**config.mk**
```make
export PLATFORM = sky130hd
export DESIGN_NAME = cim_xbar_arbiter
export DESIGN_NICKNAME = d
export VERILOG_FILES = /design/src/rtl/cim_xbar_arbiter.sv
export SDC_FILE = /design/constraint.sdc
export NUM_CORES = 1
export LEC_CHECK = 0
export CELL_PAD_IN_SITES_DETAIL_PLACEMENT = 0
export CELL_PAD_IN_SITES_GLOBAL_PLACEMENT = 1
export CORE_MARGIN = 1
export CORE_UTILIZATION = 22
export DETAILED_ROUTE_END_ITERATION = 6
export PLACE_DENSITY_LB_ADDON = 0.1
export SETUP_SLACK_MARGIN = 0.4
export SYNTH_ARGS = -nofsm -noshare
export SYNTH_HDL_FRONTEND = slang
export SYNTH_SLANG_ARGS = --single-unit
```
**constraint.sdc**
```tcl
create_clock -name clk -period 1.83 [get_ports clk]
set_input_delay 0.366 -clock clk [delete_from_list [all_inputs] [get_ports clk]]
set_output_delay 0.366 -clock clk [all_outputs]
set_load 0.05 [all_outputs]
```
**src/rtl/cim_xbar_arbiter.sv**
```systemverilog
// Round-robin arbiter that time-shares one CIM crossbar between num_layers layers.
// Optional LOAD watchdog is built only when CIM_ARB_TIMEOUT_EN is defined.
module cim_xbar_arbiter #(
   parameter int num_layers     = 4,
   parameter int xbar_size      = 128,
   parameter int datatype_size  = 8,
   parameter int v_cim_tiles    = 1,
   parameter int cim_latency    = 4,
   parameter int timeout_cycles = 1024
) (
   input  logic                                                     clk,
   input  logic                                                     rst,
   input  logic [num_layers-1:0]                                    i_req,
   input  logic [num_layers-1:0]                                    i_wr_en,
   input  logic [num_layers-1:0]                                    i_last,
   input  logic [num_layers-1:0][$clog2(xbar_size)-1:0]             i_wr_addr,
   input  logic [num_layers-1:0][v_cim_tiles-1:0][datatype_size-1:0] i_wr_data,
   output logic [num_layers-1:0]                                    o_cim_busy,
   output logic [num_layers-1:0]                                    o_func_start,
   output logic [num_layers-1:0]                                    o_grant,
   output logic                                                     o_xbar_we,
   output logic [$clog2(xbar_size)-1:0]                             o_xbar_wr_addr,
   output logic [v_cim_tiles-1:0][datatype_size-1:0]                o_xbar_data,
   output logic                                                     o_xbar_compute,
   output logic                                                     o_timeout
);

   localparam int idx_w = (num_layers > 1) ? $clog2(num_layers) : 1;
   localparam int cnt_w = (cim_latency > 1) ? $clog2(cim_latency) : 1;

   typedef enum logic [1:0] {
      IDLE,
      LOAD,
      COMPUTE,
      DONE
   } state_t;

   state_t           state;
   logic [idx_w-1:0] ptr;
   logic [idx_w-1:0] gidx;
   logic [cnt_w-1:0] count;
   logic             pick_valid;
   logic [idx_w-1:0] pick_idx;
   logic [idx_w-1:0] cand_idx;
   int               cand;

`ifdef CIM_ARB_TIMEOUT_EN
   localparam int wd_w = (timeout_cycles > 1) ? $clog2(timeout_cycles) : 1;
   logic [wd_w-1:0] wd_cnt;
`endif

   // Scan downwards so the last hit is the first requester at or after the pointer.
   always_comb begin
      pick_valid = 1'b0;
      pick_idx   = '0;
      cand       = 0;
      cand_idx   = '0;
      for (int i = num_layers - 1; i >= 0; i--) begin
         cand = int'(ptr) + i;
         if (cand >= num_layers) begin
            cand = cand - num_layers;
         end
         cand_idx = idx_w'(cand);
         if (i_req[cand_idx]) begin
            pick_valid = 1'b1;
            pick_idx   = cand_idx;
         end
      end
   end

   always_ff @(posedge clk) begin
      if (rst) begin
         state        <= IDLE;
         ptr          <= '0;
         gidx         <= '0;
         count        <= '0;
         o_grant      <= '0;
         o_func_start <= '0;
`ifdef CIM_ARB_TIMEOUT_EN
         wd_cnt       <= '0;
         o_timeout    <= 1'b0;
`endif
      end else begin
         o_func_start <= '0;
`ifdef CIM_ARB_TIMEOUT_EN
         o_timeout    <= 1'b0;
`endif
         case (state)
            IDLE: begin
               if (pick_valid) begin
                  gidx    <= pick_idx;
                  o_grant <= num_layers'(1) << pick_idx;
                  ptr     <= (pick_idx == idx_w'(num_layers - 1)) ? '0 : pick_idx + idx_w'(1);
                  state   <= LOAD;
`ifdef CIM_ARB_TIMEOUT_EN
                  wd_cnt  <= '0;
`endif
               end
            end
            LOAD: begin
               // A final write wins over a request drop seen in the same cycle.
               if (i_wr_en[gidx] && i_last[gidx]) begin
                  count <= cnt_w'(cim_latency - 1);
                  state <= COMPUTE;
               end else if (!i_req[gidx]) begin
                  o_grant <= '0;
                  state   <= IDLE;
               end
`ifdef CIM_ARB_TIMEOUT_EN
               else if (i_wr_en[gidx]) begin
                  wd_cnt <= '0;
               end else if (wd_cnt == wd_w'(timeout_cycles - 1)) begin
                  o_grant   <= '0;
                  o_timeout <= 1'b1;
                  state     <= IDLE;
               end else begin
                  wd_cnt <= wd_cnt + wd_w'(1);
               end
`endif
            end
            COMPUTE: begin
               if (count == '0) begin
                  o_func_start <= o_grant;
                  state        <= DONE;
               end else begin
                  count <= count - cnt_w'(1);
               end
            end
            DONE: begin
               o_grant <= '0;
               state   <= IDLE;
            end
            default: begin
               o_grant <= '0;
               state   <= IDLE;
            end
         endcase
      end
   end

`ifndef CIM_ARB_TIMEOUT_EN
   // Watchdog absent: the timeout output is a constant zero whatever timeout_cycles holds.
   assign o_timeout = 1'b0 & (timeout_cycles == 0);
`endif

   always_comb begin
      o_cim_busy     = '1;
      o_xbar_we      = 1'b0;
      o_xbar_wr_addr = '0;
      o_xbar_data    = '0;
      o_xbar_compute = (state == COMPUTE);
      if (state == LOAD) begin
         o_cim_busy     = ~o_grant;
         o_xbar_we      = i_wr_en[gidx];
         o_xbar_wr_addr = i_wr_addr[gidx];
         o_xbar_data    = i_wr_data[gidx];
      end
   end

endmodule

```
==> flow_metrics.tcl, run 1 <==
set metrics [dict create \
    outcome "finished with violations" \
    failing_checks "negative setup slack" \
    vdd_drop_max_uv 380 \
    area.growth.synth_to_final_pct 127 \
    p_per_area_nw_per_um2 758 \
    final_cell_count_no_fill 341 \
    post_drt_wl_per_cell_um 14.6 \
    library_cell_with_the_highest_instance_count_after_synthesis "sky130_fd_sc_hd__and2_1" \
    dieWidth_um 83.1 \
    timing.critical_path.from_type "register" \
    clock_tree_from_tritoncts "built" \
    critical_path.max_fanout 6 \
    synth_edf_count 0 \
    yosysWarningCount 0 \
    comb_power_share_pct 68.4 \
    post_route_cells_drive_above_1_share_pct 52.3 \
    detailedPlacementHpwl_um 3730 \
    cp_data_required_time_ns 1.46 \
    post_synthesis_cell_type_count 39 \
    synth_nets 219 \
    post_layout_total_power_mw 2.50 \
    syn_avg_cell_area_um2 10.7 \
    drc 0 \
    grt.total_usage_pct 14.7 \
    setup.worst_path.end_class "output port" \
    power_switching_share_pct 39.1 \
    number_of_buffers_inserted_during_clock_tree_synthesis 3 \
    netSwitchingPower_uw 976 \
    detailedRoute.firstIterationViolations 14 \
    finClkSkew_ns 0.00829 \
    syn_area_um2 1450 \
    synthDominantAreaCellType "sky130_fd_sc_hd__dfxtp_1" \
    pwr-share-clk_pct 12.8 \
    grt_pass1_wl_um 8200 \
    detailroute.via_count 1558 \
    clkSlewWorstSetupHoldPaths_ns 0.07 \
    yosys_most_used_dff "sky130_fd_sc_hd__dfxtp_1" \
    finalCriticalPeriod_ns 2.01 \
    core_area_um2 6350 \
    synth-seq-area-share_pct 22.1 \
    cp_data_arrival_time_ns 1.64 \
    floorplan.initialDensity_pct 22.8 \
    ctsLongestPathBuffers 2 \
    postSynthRegisterBits 16 \
    ant_diodes 0 \
    postSynth.asyncResetShare_pct 0 \
    grt_max_degree 12 \
    count_of_final_hold_check_violations 0 \
    numPlacedInstances 326 \
    synth.top_cells.by_area "sky130_fd_sc_hd__dfxtp_1 (22%), sky130_fd_sc_hd__mux4_2 (20%), sky130_fd_sc_hd__and2_1 (9.1%), sky130_fd_sc_hd__mux4_1 (9.1%), sky130_fd_sc_hd__ha_1 (8.6%)" \
    h-tree-depth 1 \
    unrepaired_setup_endpoints_after_global_routing "yes" \
    hold_path_class "register to register" \
    final-max-slew-violation-count 0 \
    fmaxAchievable_ghz 0.498 \
    cap_viol_max_count 0 \
    holdBufCountCts 0 \
    finalSetupViolations 22 \
    grt_overflow 0 \
    detail_route.vias_per_cell 4.57 \
    power.sequential.fraction_pct 18.8 \
    io_buffer_count 102 \
    grt_pass1_vias 1627 \
    worst_slack_ns -0.177 \
    power.static_leakage_nw 1.28 \
    grt_antenna_before_repair 0 \
    antenna_left 0 \
    min_period_over_period_pct 110 \
    drt-pass1-iter-count 3 \
    finalNetCount 349 \
    synthDominantCellAreaShare_pct 22.1 \
    critPathKind "register to output port" \
    row_count 29 \
    die_height_um 83.1 \
    cts_sinks 16 \
    top_level_ports 104 \
    globalplace.congestion 0.711 \
    internal_power_mw 1.52 \
    clock_latency_late_sink_ns 0.25 \
    clockRootBuffer "sky130_fd_sc_hd__clkbuf_8" \
    syn-instance-count 135 \
    total_wirelength_um 4960 \
    die_area_um2 6910 \
    ys_top_cells_by_count "sky130_fd_sc_hd__and2_1 (21), sky130_fd_sc_hd__dfxtp_1 (16), sky130_fd_sc_hd__mux4_2 (13), sky130_fd_sc_hd__nand2_1 (11), sky130_fd_sc_hd__ha_1 (10)" \
]
-- metrics by stage --
step                utilization, %  hold WS [ns]  setup TNS, ns  setup WS (ns)  instance area (um^2)
floorplan                        -         0.458              0          0.151                  1640
CTS                           51.0         0.494          -2.90         -0.199                  3240
detailed placement            47.3         0.484          -3.72         -0.264                  3000
global route                  51.8         0.534          -4.17         -0.243                  3290
global placement              47.3         0.472          -3.50         -0.228                  3000
finish                        51.8         0.487          -2.62         -0.177                  3290
-- what timing repair did --
action,4_1_cts,5_1_grt
setup buffers,8,2
endpoints found under the setup margin,36,40
resized for setup,51,19
pin swaps,17,4
cloned,1,0
-- power by group through the flow --
stage | logic, mW | registers [mW] | clock network [mW]
4_1_cts | 1.68 | 0.465 | 0.331
3_3_place_gp | 1.52 | 0.461 | 0
5_1_grt | 1.82 | 0.479 | 0.346
2_1_floorplan | 0.891 | 0.482 | 0
3_5_place_dp | 1.52 | 0.461 | 0
6_report | 1.71 | 0.470 | 0.319
-- path summary, 6_finish.rpt --
| kind | slack, ns | endpoint | startpoint | cells after the start |
|---|---|---|---|---|
| worst max-delay path | -0.18 | o_xbar_data[5] | gidx[0] | 4 |
| worst min-delay path | 0.49 | count[1] | count[1] | 2 |
| worst min register to register | 0.49 | count[1] | count[1] | 2 |
| worst max register to register | -0.04 | count[0] | gidx[0] | 6 |
-- cell type report --
class | count | area [um^2]
Fill cell | 574 | 3060
Timing Repair Buffer | 134 | 1500
Multi-Input combinational cell | 103 | 1280
Sequential cell | 16 | 334
Tap cell | 77 | 96.3
Clock buffer | 4 | 55.1
Inverter | 7 | 28.8
-- sequential cells by signal, indices dropped and copies added (netlist names), named ones only --
name / count
state: 1
o_grant: 4
ptr: 2
o_func_start: 4
count: 2
gidx: 2
-- worst max-delay path: stages, from the launching register on --
cell and delay [ns]:
sky130_fd_sc_hd__dfxtp_4 0.43, sky130_fd_sc_hd__buf_12 0.15, sky130_fd_sc_hd__mux4_2 0.49, sky130_fd_sc_hd__and2_4 0.18
sky130_fd_sc_hd__buf_12 0.14
-- kinds of logic after synthesis --
group / after synthesis / synth area share (%)
adder cells (fa/ha/maj): 10 / 8.64
AO/OA/AOI/OAI: 26 / 15.6
buffers and inverters: 16 / 5.19
flip-flops: 16 / 22.1
other: 1 / 0.259
AND/OR/NAND/NOR: 47 / 18.2
multiplexers: 19 / 30.0
-- cell usage in the layout (no fill, tap or decap), types with 5 or more instances in the layout --
master / Yosys / final
sky130_fd_sc_hd__buf_6: 1 / 9
sky130_fd_sc_hd__nand2_1: 11 / 7
sky130_fd_sc_hd__ha_1: 10 / 7
sky130_fd_sc_hd__buf_12: 0 / 19
sky130_fd_sc_hd__mux4_2: 13 / 18
sky130_fd_sc_hd__buf_4: 1 / 24
sky130_fd_sc_hd__and2_1: 21 / 5
sky130_fd_sc_hd__clkdlybuf4s50_1: 0 / 69
sky130_fd_sc_hd__and2_4: 0 / 16
sky130_fd_sc_hd__dfxtp_1: 16 / 11
-- metal layers --
layer  global-route usage (%)  part of all wire, %
met1                     18.7                   41
met4                     1.88                 0.54
met2                     26.0                   54
met3                     3.18                  5.3
met5                        0                    0
Power figures use the tool's default switching activity.
==> run 2: changes to the inputs <==
- RECOVER_POWER: unset -> 100
==> flow_metrics.tcl, run 2 (synthesized netlist as in run 1, its figures left out) <==
set metrics [dict create \
    outcome "finished with violations" \
    failing_checks "negative setup slack" \
    clock_latency_late_sink_ns 0.25 \
    row_count 29 \
    holdBufCountCts 0 \
    io_buffer_count 102 \
    worstSetupEndpoint "o_xbar_data[5]" \
    layout_top_registers "o_func_start (4), o_grant (4)" \
    fmaxAchievable_ghz 0.498 \
    crit-reg2reg-launch "state[0]" \
    p_per_area_nw_per_um2 763 \
    timing.slew.headroom_pct 59.9 \
    dp_slack_ns -0.264 \
    unrepaired_setup_endpoints_after_global_routing "yes" \
    timing.critical_path.from_type "register" \
    drt-pass1-iter-count 6 \
    floorplan.initialDensity_pct 22.8 \
    clkSlewWorstSetupHoldPaths_ns 0.07 \
    detailroute.via_count 1553 \
    detailedRoute.firstIterationViolations 16 \
    grt_antenna_before_repair 0 \
    antenna_left 0 \
    worstRegToRegCells 5 \
    timing_worst_slew_pin_value_ns 0.604 \
    post_drt_wl_per_cell_um 14.7 \
    grt.total_usage_pct 14.7 \
    ant_diodes 0 \
    top_level_ports 104 \
    clockRootBuffer "sky130_fd_sc_hd__clkbuf_8" \
    cts_sinks 16 \
    clock_tree_from_tritoncts "built" \
    dieWidth_um 83.1 \
    area.growth.synth_to_final_pct 123 \
    cp_data_arrival_time_ns 1.64 \
    drc 0 \
    final_core_util_pct 50.9 \
    post_route_cells_drive_above_1_share_pct 48.1 \
    layout.cells.most_common_list "sky130_fd_sc_hd__clkdlybuf4s50_1 (68), sky130_fd_sc_hd__buf_12 (19), sky130_fd_sc_hd__mux4_2 (18)" \
    worst_setup_path_startpoint "gidx[0]" \
    worst_slack_ns -0.178 \
    total_wirelength_um 5010 \
    finalNetCount 349 \
    core_area_um2 6350 \
    h-tree-depth 1 \
    post_layout_total_power_mw 2.47 \
    grt_max_degree 12 \
    finClkSkew_ns 0.00760 \
    cap_viol_max_count 0 \
    detail_route.vias_per_cell 4.55 \
    count_of_final_hold_check_violations 0 \
    grt_pass1_wl_um 8200 \
    setup.worst_path.end_class "output port" \
    finalSetupTns_ns -2.86 \
    ctsLongestPathBuffers 2 \
    globalplace.congestion 0.711 \
    min_period_over_period_pct 110 \
    final-max-slew-violation-count 0 \
    finalSetupViolations 24 \
    vdd_drop_max_uv 382 \
    power.static_leakage_nw 1.23 \
    grt_pass1_vias 1627 \
    die_area_um2 6910 \
    critPathKind "register to output port" \
    die_height_um 83.1 \
    finalCriticalPeriod_ns 2.01 \
    critical_path.max_fanout 6 \
    cp_data_required_time_ns 1.46 \
    reg2reg_slack_ns -0.05 \
    final_common_cell "sky130_fd_sc_hd__clkdlybuf4s50_1" \
    detailedPlacementHpwl_um 3730 \
    critical_path.reg2reg.endpoint "o_grant[3]" \
    hold_path_class "register to register" \
    number_of_buffers_inserted_during_clock_tree_synthesis 3 \
    grt_overflow 0 \
]
-- run 2: metrics by stage --
step	area [um^2]	std cells	hold WS, ns
6_report	3230	341	0.487
4_1_cts	3240	339	0.494
3_5_place_dp	3000	326	0.484
3_3_place_gp	3000	326	0.472
2_1_floorplan	1640	135	0.458
5_1_grt	3230	341	0.534
-- run 2: per-layer routing --
metal,vias up,part of all wire (%),wire length (um),global-route usage [%]
met5,-,0,0,0
met4,0,0.58,29,1.88
met3,2,5.5,273,3.18
met2,64,53,2650,26.0
met1,724,41,2050,18.7
li1,763,-,-,-
-- run 2: report_power, final --
group          total, mW  internal [mW]  switching [mW]
combinational       1.68          0.904           0.775
sequential         0.468          0.401          0.0672
clock              0.319          0.191           0.128
-- run 2: repair_timing --
item                                    CTS  global route
gates resized for setup                  51            19
pin swaps                                17             4
gates cloned                              1             0
endpoints found under the setup margin   36            40
buffers inserted                          8             2
-- run 2: critical path, stage by stage, from the launching register on --
cell	delay [ns]
sky130_fd_sc_hd__dfxtp_4	0.43
sky130_fd_sc_hd__buf_12	0.15
sky130_fd_sc_hd__mux4_2	0.49
sky130_fd_sc_hd__and2_4	0.18
sky130_fd_sc_hd__buf_12	0.14
-- run 2: worst min-delay path by stage --
stage	start	end	slack, ns	cells past startpoint
final	count[1]	count[1]	0.49	2
after CTS	count[1]	count[1]	0.49	2
after global routing	count[1]	count[1]	0.53	2
after global placement	count[1]	count[1]	0.47	2
after floorplan	count[1]	count[1]	0.46	2
after detailed placement	count[1]	count[1]	0.48	2
-- run 2: final cells by class --
class / count / area [um^2]
Clock buffer: 4 / 55.1
Fill cell: 595 / 3120
Inverter: 7 / 27.5
Multi-Input combinational cell: 103 / 1260
Sequential cell: 16 / 334
Tap cell: 77 / 96.3
Timing Repair Buffer: 134 / 1460
==> run 3: changes to the inputs <==
- CORE_MARGIN: 1 -> unset
- GPL_ROUTABILITY_DRIVEN: unset -> 1
- SETUP_SLACK_MARGIN: 0.4 -> 0.05
==> flow_metrics.tcl, run 3 (synthesized netlist as in run 1, its figures left out) <==
set metrics [dict create \
    outcome "finished with violations" \
    failing_checks "negative setup slack" \
    final_common_cell "sky130_fd_sc_hd__clkdlybuf4s50_1" \
    antenna_left 0 \
    floorplan.initialDensity_pct 22.8 \
    ant_diodes 0 \
    hold_path_class "register to register" \
    area.growth.synth_to_final_pct 102 \
    critical-path-slowest-cell "sky130_fd_sc_hd__mux4_2" \
    core_area_um2 6350 \
    critical_path.cell_chain "buf_12 -> mux4_2 -> and2_4 -> buf_8" \
    layout_top_registers "o_func_start (4), o_grant (4)" \
    total_wirelength_um 4580 \
    drt-pass1-iter-count 4 \
    numPlacedInstances 328 \
    grt_overflow 0 \
    post_drt_wl_per_cell_um 13.6 \
    setup.worst_path.end_class "output port" \
    finalCriticalPeriod_ns 1.95 \
    postPlaceCellArea_um2 2660 \
    timing.critical_path.max_delay_family "multiplexers" \
    cp_data_arrival_time_ns 1.58 \
    vdd_drop_max_uv 323 \
    finalSetupViolations 24 \
    critPathMaxStageDelay_ns 0.50 \
    detailedPlacementHpwl_um 3790 \
    top_level_ports 104 \
    netSwitchingPower_uw 864 \
    clock_tree_from_tritoncts "built" \
    grt_pass1_wl_um 7680 \
    p_per_area_nw_per_um2 753 \
    fmaxAchievable_ghz 0.514 \
    comb_power_share_pct 66.3 \
    timing_worst_slew_pin_value_ns 0.600 \
    worst_slack_ns -0.117 \
    unrepaired_setup_endpoints_after_global_routing "yes" \
    timing.slew.headroom_pct 60.2 \
    ctsLongestPathBuffers 2 \
    dieWidth_um 83.1 \
    grt_pass1_vias 1594 \
    critPathKind "register to output port" \
    final_cell_count_no_fill 337 \
    cts_sinks 16 \
    h-tree-depth 1 \
    count_of_final_hold_check_violations 0 \
    power.static_leakage_nw 1.17 \
    design_area_um2 2930 \
    post_route_cells_drive_above_1_share_pct 40.0 \
    worst-path-buf-inv 2 \
    grt_antenna_before_repair 0 \
    layout.cells.most_common_list "sky130_fd_sc_hd__clkdlybuf4s50_1 (75), sky130_fd_sc_hd__buf_4 (25), sky130_fd_sc_hd__mux4_2 (18)" \
    die_area_um2 6910 \
    detail_route.vias_per_cell 4.52 \
    clockRootBuffer "sky130_fd_sc_hd__clkbuf_8" \
    final-max-slew-violation-count 0 \
    grt_max_degree 14 \
    grt.total_usage_pct 13.5 \
    final_core_util_pct 46.1 \
    drc 0 \
    number_of_buffers_inserted_during_clock_tree_synthesis 3 \
    internal_power_mw 1.34 \
    finalNetCount 345 \
    critical_path.max_fanout 8 \
    min_period_over_period_pct 106 \
    finClkSkew_ns 0.00670 \
    cp_data_required_time_ns 1.46 \
    pwr-share-clk_pct 14.3 \
    row_count 29 \
    detailedRoute.firstIterationViolations 37 \
    clock_latency_late_sink_ns 0.25 \
    holdWs_ns 0.483 \
    globalplace.congestion 0.703 \
    timing.critical_path.from_type "register" \
    die_height_um 83.1 \
    cap_viol_max_count 0 \
    power.sequential.fraction_pct 19.4 \
    power_switching_share_pct 39.2 \
    clkSlewWorstSetupHoldPaths_ns 0.07 \
    io_buffer_count 102 \
    detailroute.via_count 1524 \
]
## run 3: routing by layer
layer	vias up	GRT usage (%)	share of wire, %
met5	-	0	0
met4	0	1.88	0.37
met1	701	18.0	45
met2	65	22.7	48
met3	2	3.08	6.3
li1	756	-	-
## run 3: metrics by stage
stage | setup WS, ns | setup TNS, ns | total power [mW]
after global placement | -0.282 | -4.06 | 1.69
after global routing | -0.164 | -3.36 | 2.36
after floorplan | 0.00771 | 0 | 1.24
final | -0.117 | -1.89 | 2.20
after CTS | -0.132 | -2.31 | 2.23
after detailed placement | -0.304 | -4.10 | 1.68
## run 3: final timing paths
kind         startpoint  slack, ns                 to  cells after the start
max             gidx[0]      -0.12  o_xbar_wr_addr[5]                      4
min            count[1]       0.48           count[1]                      2
max reg2reg     gidx[0]      -0.07           count[0]                      7
min reg2reg    count[1]       0.48           count[1]                      2
## run 3: layout make-up
type,count,area [um^2]
repair buffers,130,1300
multi-input cells,103,1130
clock buffers,4,55.1
inverters,7,26.3
fillers,589,3420
well taps,77,96.3
flip-flops and latches,16,325
## run 3: timing repair
item / CTS / global route
hold endpoints to repair: 0 / 0
pin swaps: 21 / 10
setup buffers: 4 / 1
endpoints found under the setup margin: 26 / 31
resized for setup: 59 / 9
hold buffers: 0 / 0
## run 3: worst min-delay path: cells and delay by family (launching register included)
family | cells | cell delay, ns
DFF | 1 | 0.30
AOI/OAI and AO/OA | 1 | 0.06
buffers and inverters | 1 | 0.08
## run 3: power groups by stage
stage / Combinational (mW) / Sequential, mW / Clock (mW)
after CTS: 1.47 / 0.428 / 0.333
after global placement: 1.26 / 0.431 / 0
after detailed placement: 1.25 / 0.431 / 0
final: 1.46 / 0.428 / 0.315
after global routing: 1.57 / 0.436 / 0.353
after floorplan: 0.772 / 0.464 / 0
==> variant, RTL diff (config.mk and constraints of run 2) <==
Reset style: asynchronous (`rst`), changed in one clocked block.
--- a/src/rtl/cim_xbar_arbiter.sv
+++ b/src/rtl/cim_xbar_arbiter.sv
@@ -68,7 +68,7 @@
       end
    end
 
-   always_ff @(posedge clk) begin
+   always_ff @(posedge clk or posedge rst) begin
       if (rst) begin
          state        <= IDLE;
          ptr          <= '0;
Check against the original RTL: differs if rst is asserted again (counterexample within 4 cycles, from zero or initial values and one cycle with rst high); with rst held inactive, the same outputs for 10 cycles.
==> variant against run 2 <==
The run still ends with setup timing left. Critical path depth up 1. Sequential cell count stayed put. Final area decreased by 6.7%. Cell count down 2.1%. Fmax fell by 3.4%. Die area down 0.17%. Setup slack worse by 0.070 ns. Routed wire length is 0.84% lower. Synthesized area shrank 0.17%.
Power is not compared: it rests on default switching activity, and its combinational part moved more than twofold at a synthesized area within 25%.
==> variant: results (changes against run 2) <==
Run status
  – Status: finished, violations left
  – Failing checks: setup timing

Yosys
  – Dominant cells by area after synthesis: dfrtp_1 (28%), mux4_2 (20%), mux4_1 (9.1%)
  – Register area share after synthesis: 0.2771 (+0.05579)
  – Main synth FF type: dfrtp_1
  – Synth cell count leaders: and2_1 (16), dfrtp_1 (16), mux4_2 (13), ha_1 (10), nand2_1 (10)
  – Syn Area/Cell: 11.47 um2 (+7.0%)
  – Synth unique cells: 38 (-2.6%)
  – Async S/R FF share, synth: 1.000 (+1.000)

Timing
  – Clk_skew: 0.005565 ns (-0.002038 ns)
  – Final setup violation count: 23 (-4.2%)
  – Fin worst setup slack: -0.2480 ns (-0.07045 ns)
  – Setup TNS: -4.064 ns (-1.201 ns)
  – Worst-margin pin slew: 0.8869 ns (+0.2825 ns)

Layout
  – FILL cells: 593 (-0.34%)
  – Multi-input logic area: 0.001105 mm2 (-12%)
  – Invs w/o clock: 8 (+1)
  – Seq area share: 0.1340 (+0.03070)
  – Share of cells above drive strength 1: 0.4358 (-0.04526)
  – Signal buf overhead: 0.4386 (-0.01304)
  – Layout Nets: 342 (-2.0%)
  – Clk cell area share: 0.01826 (+0.001229)

Detailed routing
  – WL/cell: 14.86 um (+1.2%)
  – Starting DRC count in detailed routing: 53 (+37)
  – Vias post-DR: 1620 (+4.3%)

Placement
  – Final GP Congestion: 0.7409 (+4.2%)
  – DP Worst Slack: -0.3010 ns (-0.03746 ns)
  – Placed Instances: 319 (-2.1%)
  – Hpwl dp: 4077 um (+9.4%)

Global routing
  – First-pass GRT wire length: 8114 um (-1.1%)
  – GRT Resource Usage Total: 0.1442 (-0.002709)
  – Largest net degree at the start of global routing: 18 (+6)
  – Vias in the first global route: 1789 (+10%)

Critical path
  – R2r setup slk: -0.17 ns (-0.12 ns)
  – End point of the critical path: o_xbar_wr_addr[6]
  – Critical Path Start: gidx[0]
  – FF-to-FF End: o_grant[3]

Hold path
  – Hold Crit Endpoint: count[0]
  – Hold path start: count[0]

Floorplan
  – Die X: 83.05 um (about the same)
==> variant: cell types whose count changed after synthesis, moves of 2 or more <==
cell      before  now
dfrtp_1        0   16
dfxtp_1       16    0
a21oi_1        8    3
and2_1        21   16
and3_1         0    4
o21ai_0        0    3
a211oi_2       2    0
==> variant: cell families (layout without fill, tap and decap cells) <==
logic type | after synthesis | in the layout | share of synthesized area
muxes | 21 | 21 | 0.3152
AOI/OAI and AO/OA | 22 | 22 | 0.1143
adders and majority gates | 10 | 10 | 0.08658
buffers and inverters | 15 | 146 | 0.04849
DFF | 16 | 16 | 0.2771
and+or+nand+nor | 41 | 41 | 0.1558
other | 1 | 1 | 0.002595
==> variant: layer usage <==
layer,vias to the layer above,wire (um),global-route usage
met4,0,61,0.04232
met5,-,0,0
met1,810,1806,0.1590
met3,6,281,0.02187
li1,737,-,-
met2,67,2812,0.2809
==> variant: timing repair <==
action                                  in CTS  in global routing
pin swaps                                   13                  9
endpoints found under the setup margin      33                 32
buffers inserted                             8                  3
gates resized for setup                     53                 32
